[src/rtl/instr_mem_loader.sv]
// Run-time loadable instruction memory: streaming load port, then a
// registered fetch port with stall hold and bad-address flagging.
module instr_mem_loader #(
  parameter int unsigned DATA_W    = 32,
  parameter int unsigned DEPTH     = 32,
  parameter int unsigned ADDR_W    = 32,
  parameter bit          BYTE_ADDR = 1'b0,
  parameter logic [DATA_W-1:0] NOP_WORD = '0,
  localparam int unsigned IDX_W = $clog2(DEPTH),
  localparam int unsigned CNT_W = IDX_W + 1
) (
  input  logic              clk_i,
  input  logic              rst_i,
  input  logic              load_en_i,
  input  logic [DATA_W-1:0] load_data_i,
  input  logic              load_last_i,
  output logic              load_ready_o,
  output logic              ready_o,
  input  logic              fetch_req_i,
  input  logic [ADDR_W-1:0] fetch_addr_i,
  input  logic              stall_i,
  output logic [DATA_W-1:0] instr_o,
  output logic              instr_valid_o,
  output logic              addr_err_o,
  output logic [CNT_W-1:0]  loaded_cnt_o
);

  localparam int unsigned CMP_W =
    (ADDR_W > CNT_W) ? ADDR_W : CNT_W;

  typedef enum logic {
    S_LOAD = 1'b0,
    S_RUN  = 1'b1
  } state_e;

  state_e            state_q, state_d;
  logic [CNT_W-1:0]  cnt_q, cnt_d;
  logic [DATA_W-1:0] instr_q, instr_d;
  logic              valid_q, valid_d;
  logic              err_q, err_d;
  logic              mem_we;
  logic              wr_en;

  logic [DATA_W-1:0] mem_q [DEPTH];

  logic [ADDR_W-1:0] idx_full;
  logic              misalign;
  logic              range_err;
  logic              fetch_err;
  logic [DATA_W-1:0] mem_rd;

  // Index keeps the full address width so huge addresses never alias.
  always_comb begin
    idx_full  = BYTE_ADDR ? (fetch_addr_i >> 2) : fetch_addr_i;
    misalign  = BYTE_ADDR && (fetch_addr_i[1:0] != 2'b00);
    range_err = CMP_W'(idx_full) >= CMP_W'(cnt_q);
    fetch_err = misalign || range_err;
    mem_rd    = mem_q[idx_full[IDX_W-1:0]];
  end

  always_comb begin
    state_d      = state_q;
    cnt_d        = cnt_q;
    instr_d      = instr_q;
    valid_d      = valid_q;
    err_d        = err_q;
    mem_we       = 1'b0;
    load_ready_o = 1'b0;
    ready_o      = 1'b0;
    unique case (state_q)
      S_LOAD: begin
        load_ready_o = 1'b1;
        valid_d      = 1'b0;
        err_d        = 1'b0;
        if (load_en_i) begin
          mem_we = 1'b1;
          cnt_d  = cnt_q + 1'b1;
          if (load_last_i ||
              cnt_q == CNT_W'(DEPTH - 1)) begin
            state_d = S_RUN;
          end
        end
      end
      S_RUN: begin
        ready_o = 1'b1;
        if (!stall_i) begin
          if (fetch_req_i) begin
            valid_d = 1'b1;
            err_d   = fetch_err;
            instr_d = fetch_err ? NOP_WORD : mem_rd;
          end else begin
            valid_d = 1'b0;
            err_d   = 1'b0;
          end
        end
      end
      default: state_d = S_LOAD;
    endcase
  end

  // Reset outranks a concurrent load strobe.
  assign wr_en = mem_we & ~rst_i;

  always_ff @(posedge clk_i) begin
    if (rst_i) begin
      state_q <= S_LOAD;
      cnt_q   <= '0;
      instr_q <= NOP_WORD;
      valid_q <= 1'b0;
      err_q   <= 1'b0;
    end else begin
      state_q <= state_d;
      cnt_q   <= cnt_d;
      instr_q <= instr_d;
      valid_q <= valid_d;
      err_q   <= err_d;
    end
  end

  always_ff @(posedge clk_i) begin
    if (wr_en) begin
      mem_q[cnt_q[IDX_W-1:0]] <= load_data_i;
    end
  end

  assign instr_o       = instr_q;
  assign instr_valid_o = valid_q;
  assign addr_err_o    = err_q;
  assign loaded_cnt_o  = cnt_q;

endmodule

[config.mk]
export PLATFORM = sky130hd
export DESIGN_NAME = instr_mem_loader
export DESIGN_NICKNAME = d
export VERILOG_FILES = /design/src/rtl/instr_mem_loader.sv
export SDC_FILE = /design/constraint.sdc
export NUM_CORES = 1
export LEC_CHECK = 0
export BUFFER_PORTS_ARGS = -buffer_cell sky130_fd_sc_hd__buf_2
export CAP_MARGIN = 20
export CORE_ASPECT_RATIO = 0.9
export CORE_MARGIN = 3
export CORE_UTILIZATION = 50
export DETAILED_ROUTE_END_ITERATION = 6
export PLACE_DENSITY = 0.66
export SYNTH_ARGS = -nofsm -noshare
export SYNTH_HDL_FRONTEND = slang
export SYNTH_SLANG_ARGS = --single-unit
[constraint.sdc]
create_clock -name clk_i -period 3.63 [get_ports clk_i]
set_input_delay 0.1815 -clock clk_i [delete_from_list [all_inputs] [get_ports clk_i]]
set_output_delay 0.1815 -clock clk_i [all_outputs]
set_load 0.01 [all_outputs]
==> tab_implementation.tex <==
\begin{tabular}{lr}
\hline
Metric & Value \\
\hline
\multicolumn{2}{l}{\textbf{Status}} \\
Status & complete, no violations \\
\multicolumn{2}{l}{\textbf{Setup path}} \\
Worst flop-to-flop path endpoint & state\_q\$\_SDFF\_PP0\_ \\
Reg2Reg Launch Point & loaded\_cnt\_o[2]\$\_SDFFE\_PP0P\_ \\
Critical Path Fanout Max & 9 \\
Register-to-register setup slack & between 700 and 800 ps \\
Sort of element at the start of the critical path & flop \\
Arrival @ worst endpoint & approximately 3400 ps \\
Depth of the most critical reg-to-reg path & 6 \\
Required time worst endpoint & 4210 ps \\
Critical Path Sink Type & flop \\
Startpoint-to-endpoint class of the critical path & flop to flop \\
\multicolumn{2}{l}{\textbf{Die}} \\
Standard-cell rows & between 90 and 100 \\
Core ar. & around 79000 um\^{}2 \\
Die span in x & between 300 and 400 um \\
Starting density of the core & around half \\
Number of placed I/O pins & between 100 and 150 \\
Chip height & about 270 um \\
Die outline area & 83400 um\^{}2 \\
\multicolumn{2}{l}{\textbf{STA}} \\
Post-route worst setup slack & slightly below 800 ps \\
Slew at the pin closest to its max-slew limit & 855 ps \\
Total Neg Setup Slack & 0 ps \\
Tightest slew margin relative to the limit & between 40 and 50\% \\
Worst Hold Margin & 56.7 ps \\
Unrepaired setup endpoints after global routing & no \\
Hold Vio Cnt, Final & 0 \\
Final Max Slew Viols & 0 \\
Final worst path period share & roughly 80\% \\
Final setup violation count & 0 \\
Minimum clock period after layout & between 2000 and 3000 ps \\
Worst clock skew on the final layout & 23.3 ps \\
Max Clock Freq & 0.352 GHz \\
\multicolumn{2}{l}{\textbf{Worst hold path}} \\
Hold Path Sink & mem\_q[3][4]\$\_DFFE\_PP\_ \\
Worst Hold Depth & 1 \\
Worst hold-check path type & primary input to flop \\
Hold path start & load\_data\_i[4] \\
\multicolumn{2}{l}{\textbf{Layout}} \\
Layout cell share with drive strength beyond 1 & $\sim$30\% \\
Combined flip-flop and latch cell area & 31600 um\^{}2 \\
Number of antenna diodes & 0 \\
Multi-input logic area & approximately 8200 um\^{}2 \\
Final instance area & 46000 um\^{}2 \\
Fin nets & about 2000 \\
Post-route non-filler standard cell count & around 3000 \\
Share of the core filled with cells in the final layout & 58.5\% \\
Fillers & $\sim$5600 \\
P\&R area growth vs syn & 14.9\% \\
\multicolumn{2}{l}{\textbf{Logic synthesis}} \\
Portion of the post-synthesis area used by sequential elements & around four fifths \\
Parity-gate share of the synthesized area counting xor and xnor cells & 0.0876\% \\
Main combinational cell family by area after synthesis & multiplexers \\
Adder-cell share of the synthesized area & less than 1\% \\
Syn\_nets & between 1500 and 2000 \\
Number of warnings printed during yosys synthesis & 0 \\
Post-synthesis compound-gate area fraction & approximately 2.8\% \\
Area share of the leading cell type in the synthesized netlist & between 70 and 80\% \\
Post-Synthesis Cell Area & roughly 40000 um\^{}2 \\
Syn avg cell area & 22.8 um\^{}2 \\
Yosys cell types & 41 \\
Cell taking the most area after synthesis & sky130\_fd\_sc\_hd\_\_edfxtp\_1 \\
Fraction of the mapped netlist area in simple logic gates & 1.64\% \\
Post-synthesis cell count & between 1500 and 2000 \\
Flip-flop and latch count after synthesis & 1065 \\
Leading post-synthesis cells by cell area & sky130\_fd\_sc\_hd\_\_edfxtp\_1, sky130\_fd\_sc\_hd\_\_mux4\_2, sky130\_fd\_sc\_hd\_\_dfxtp\_1, sky130\_fd\_sc\_hd\_\_o22ai\_1, sky130\_fd\_sc\_hd\_\_mux2i\_1 \\
Multiplexer area fraction after synthesis & between 10 and 15\% \\
\multicolumn{2}{l}{\textbf{Placement}} \\
Final HPWL DP & $\sim$58 mm \\
Placed cell areas & $\sim$43000 um\^{}2 \\
Post-placement cell count & between 2000 and 3000 \\
Gp weighted congestion & a little over 0.8 \\
Post-placement worst setup slack & 708 ps \\
IO Port Bufs & 111 \\
\multicolumn{2}{l}{\textbf{CTS}} \\
Buffer cell driving the clock tree root & sky130\_fd\_sc\_hd\_\_clkbuf\_16 \\
Post-CTS Setup Repair Bufs & 0 \\
Clock tree from TritonCTS & done \\
Buffer depth of the longest clock path & 3 \\
Clock edge transition at the registers on the reported setup and hold paths & about 60 ps \\
Number of clock sinks & 1065 \\
Clk\_lat worst skew & roughly 650 ps \\
CTS H-tree depth & 3 \\
Number of buffers inserted during clock tree synthesis & 99 \\
\multicolumn{2}{l}{\textbf{Detailed routing}} \\
First-pass iteration count of the detailed router & 5 \\
Ratio of routed vias to standard cells & approximately 6.3 \\
Total detailed-routing wirelength & between 90 and 100 mm \\
Routed Antenna Nets & 0 \\
Remaining routing DRC violations & 0 \\
Via count & around 19000 \\
Detail-routed net length per standard cell & 32.1 um \\
Iter 0 DRT Violations & approximately 2000 \\
\multicolumn{2}{l}{\textbf{GRT}} \\
Largest net degree at the start of global routing & 64 \\
Number of antenna violations at the first check in global routing & 0 \\
Global-route congestion overflow total & 0 \\
First-pass GRT wire length & approximately 140 mm \\
Number of global-route vias before repair & between 15000 and 20000 \\
Global-route usage over all layers & between 20\% and 30\% \\
\multicolumn{2}{l}{\textbf{Power and ir drop}} \\
Sw Share & about a fifth \\
Power density relative to cell area & approximately 550 nW/um\^{}2 \\
Sequential share of power & between 50\% and 60\% \\
Share of power burned in combinational logic & 4.2\% \\
Clock Power Share & a little over two fifths \\
Switching power total & between 5 and 6 mW \\
Cell Int Power & between 20 and 25 mW \\
VDD IR max & between 400 and 500 uV \\
Leakage power figure & around 14 nW \\
Total power & roughly 25 mW \\
\multicolumn{2}{l}{\textbf{Run}} \\
Max-cap violation count & 0 \\
\hline
\end{tabular}
-- state kept, by name, indices dropped and copies added, names as in the netlist --
name	cells
mem_q	1024
instr_o	32
loaded_cnt_o	6
addr_err_o	1
instr_valid_o	1
state_q	1
-- power groups by stage --
stage                     sequential (mW)  combinational [mW]  clock (mW)
after floorplan                      13.8               0.582           0
after detailed placement             13.8                1.07           0
final                                13.5                1.06        10.7
after CTS                            13.5                1.08        10.8
after global placement               13.8                1.05           0
after global routing                 13.5                1.13        11.3
-- placed cells by master, fill, tap and decap left out, types with 6 or more instances in the layout --
cell,n
sky130_fd_sc_hd__a22o_1,23
sky130_fd_sc_hd__clkbuf_8,6
sky130_fd_sc_hd__clkbuf_16,100
sky130_fd_sc_hd__clkbuf_1,21
sky130_fd_sc_hd__edfxtp_1,1024
sky130_fd_sc_hd__ha_1,10
sky130_fd_sc_hd__buf_2,108
sky130_fd_sc_hd__o22ai_1,106
sky130_fd_sc_hd__clkinvlp_4,7
sky130_fd_sc_hd__nand2_1,18
sky130_fd_sc_hd__mux4_2,253
sky130_fd_sc_hd__nor2_4,32
sky130_fd_sc_hd__a21oi_1,6
sky130_fd_sc_hd__clkinv_2,16
sky130_fd_sc_hd__buf_4,38
sky130_fd_sc_hd__inv_1,7
sky130_fd_sc_hd__nor4_1,28
sky130_fd_sc_hd__clkinv_1,10
sky130_fd_sc_hd__bufinv_16,16
sky130_fd_sc_hd__nand3_1,9
sky130_fd_sc_hd__buf_12,32
sky130_fd_sc_hd__dfxtp_1,41
sky130_fd_sc_hd__mux2i_1,21
sky130_fd_sc_hd__nor2_1,15
sky130_fd_sc_hd__a32o_1,10
-- worst max-delay path, stage by stage (launching register included) --
cell,delay [ps]
sky130_fd_sc_hd__dfxtp_1,530
sky130_fd_sc_hd__nand3_1,520
sky130_fd_sc_hd__nor3b_1,340
sky130_fd_sc_hd__o21ai_0,90
sky130_fd_sc_hd__dlygate4sd3_1,570
sky130_fd_sc_hd__a21oi_1,160
sky130_fd_sc_hd__dlygate4sd3_1,570
-- how the worst max path moves through the flow --
stage / from / to / depth (start not counted)
2_1_floorplan: state_q$_SDFF_PP0_ / mem_q[30][0]$_DFFE_PP_ / 5
3_3_place_gp: fetch_addr_i[1] / instr_o[3]$_SDFFE_PP0P_ / 6
3_5_place_dp: fetch_addr_i[1] / instr_o[19]$_SDFFE_PP0P_ / 6
4_1_cts: loaded_cnt_o[2]$_SDFFE_PP0P_ / state_q$_SDFF_PP0_ / 6
5_1_grt: loaded_cnt_o[2]$_SDFFE_PP0P_ / state_q$_SDFF_PP0_ / 6
6_report: loaded_cnt_o[2]$_SDFFE_PP0P_ / state_q$_SDFF_PP0_ / 6
-- cell families (layout without fill, tap and decap cells) --
kind of cell	after synthesis	count (layout)
compound gates	162	162
buf+inv	103	373
xor+xnor	4	4
mux	278	278
simple gates	131	131
fa+ha+maj	10	10
flops	1065	1065
-- cell type report --
cell class | count | area share [%]
timing repair buffer | 186 | 3.38
tap | 1039 | 2.83
clock inverter | 52 | 1.49
inverter | 8 | 0.0653
sequential | 1065 | 68.7
multi-input combinational | 585 | 17.7
clock buffer | 127 | 5.80
-- synthesized netlist by cell type --
master and number:
sky130_fd_sc_hd__edfxtp_1 1024, sky130_fd_sc_hd__mux4_2 253, sky130_fd_sc_hd__o22ai_1 106, sky130_fd_sc_hd__nor2_1 47
sky130_fd_sc_hd__dfxtp_1 41, sky130_fd_sc_hd__buf_2 32, sky130_fd_sc_hd__clkbuf_1 32, sky130_fd_sc_hd__nor4_1 28
sky130_fd_sc_hd__buf_4 24, sky130_fd_sc_hd__a22o_1 23, sky130_fd_sc_hd__mux2i_1 21, sky130_fd_sc_hd__nand2_1 18
sky130_fd_sc_hd__a32o_1 10, sky130_fd_sc_hd__ha_1 10, sky130_fd_sc_hd__nand3_1 9, sky130_fd_sc_hd__a21oi_1 7
sky130_fd_sc_hd__inv_1 7, sky130_fd_sc_hd__nand2b_1 6, sky130_fd_sc_hd__a211oi_1 5, sky130_fd_sc_hd__a22oi_1 5
sky130_fd_sc_hd__nor2b_1 5, sky130_fd_sc_hd__buf_1 4, sky130_fd_sc_hd__nand4_1 4, sky130_fd_sc_hd__o21ai_0 4
sky130_fd_sc_hd__or3_1 4, sky130_fd_sc_hd__xnor2_1 4, sky130_fd_sc_hd__nor3b_1 3, sky130_fd_sc_hd__clkbuf_2 2
sky130_fd_sc_hd__mux2_2 2, sky130_fd_sc_hd__nor3_1 2, sky130_fd_sc_hd__and2_1 1, sky130_fd_sc_hd__and4_1 1
sky130_fd_sc_hd__and4b_1 1, sky130_fd_sc_hd__buf_6 1, sky130_fd_sc_hd__inv_2 1, sky130_fd_sc_hd__mux2_1 1
sky130_fd_sc_hd__mux4_1 1, sky130_fd_sc_hd__nand2_2 1, sky130_fd_sc_hd__o211a_1 1, sky130_fd_sc_hd__o31a_1 1
sky130_fd_sc_hd__or3b_1 1
-- what timing repair did --
action,CTS,global route
gates resized for setup,0,0
hold buffers,5,0
endpoints found under the hold margin,9,0
-- per-layer routing --
layer | up-vias | global-route usage, % | routed length [um]
li1 | 7915 | - | -
met1 | 10400 | 32.5 | 38200
met2 | 861 | 40.2 | 49900
met3 | 167 | 3.66 | 6770
met4 | 0 | 7.89 | 3360
met5 | - | 0 | 0
Note: power is estimated with default switching activity, not from simulation.
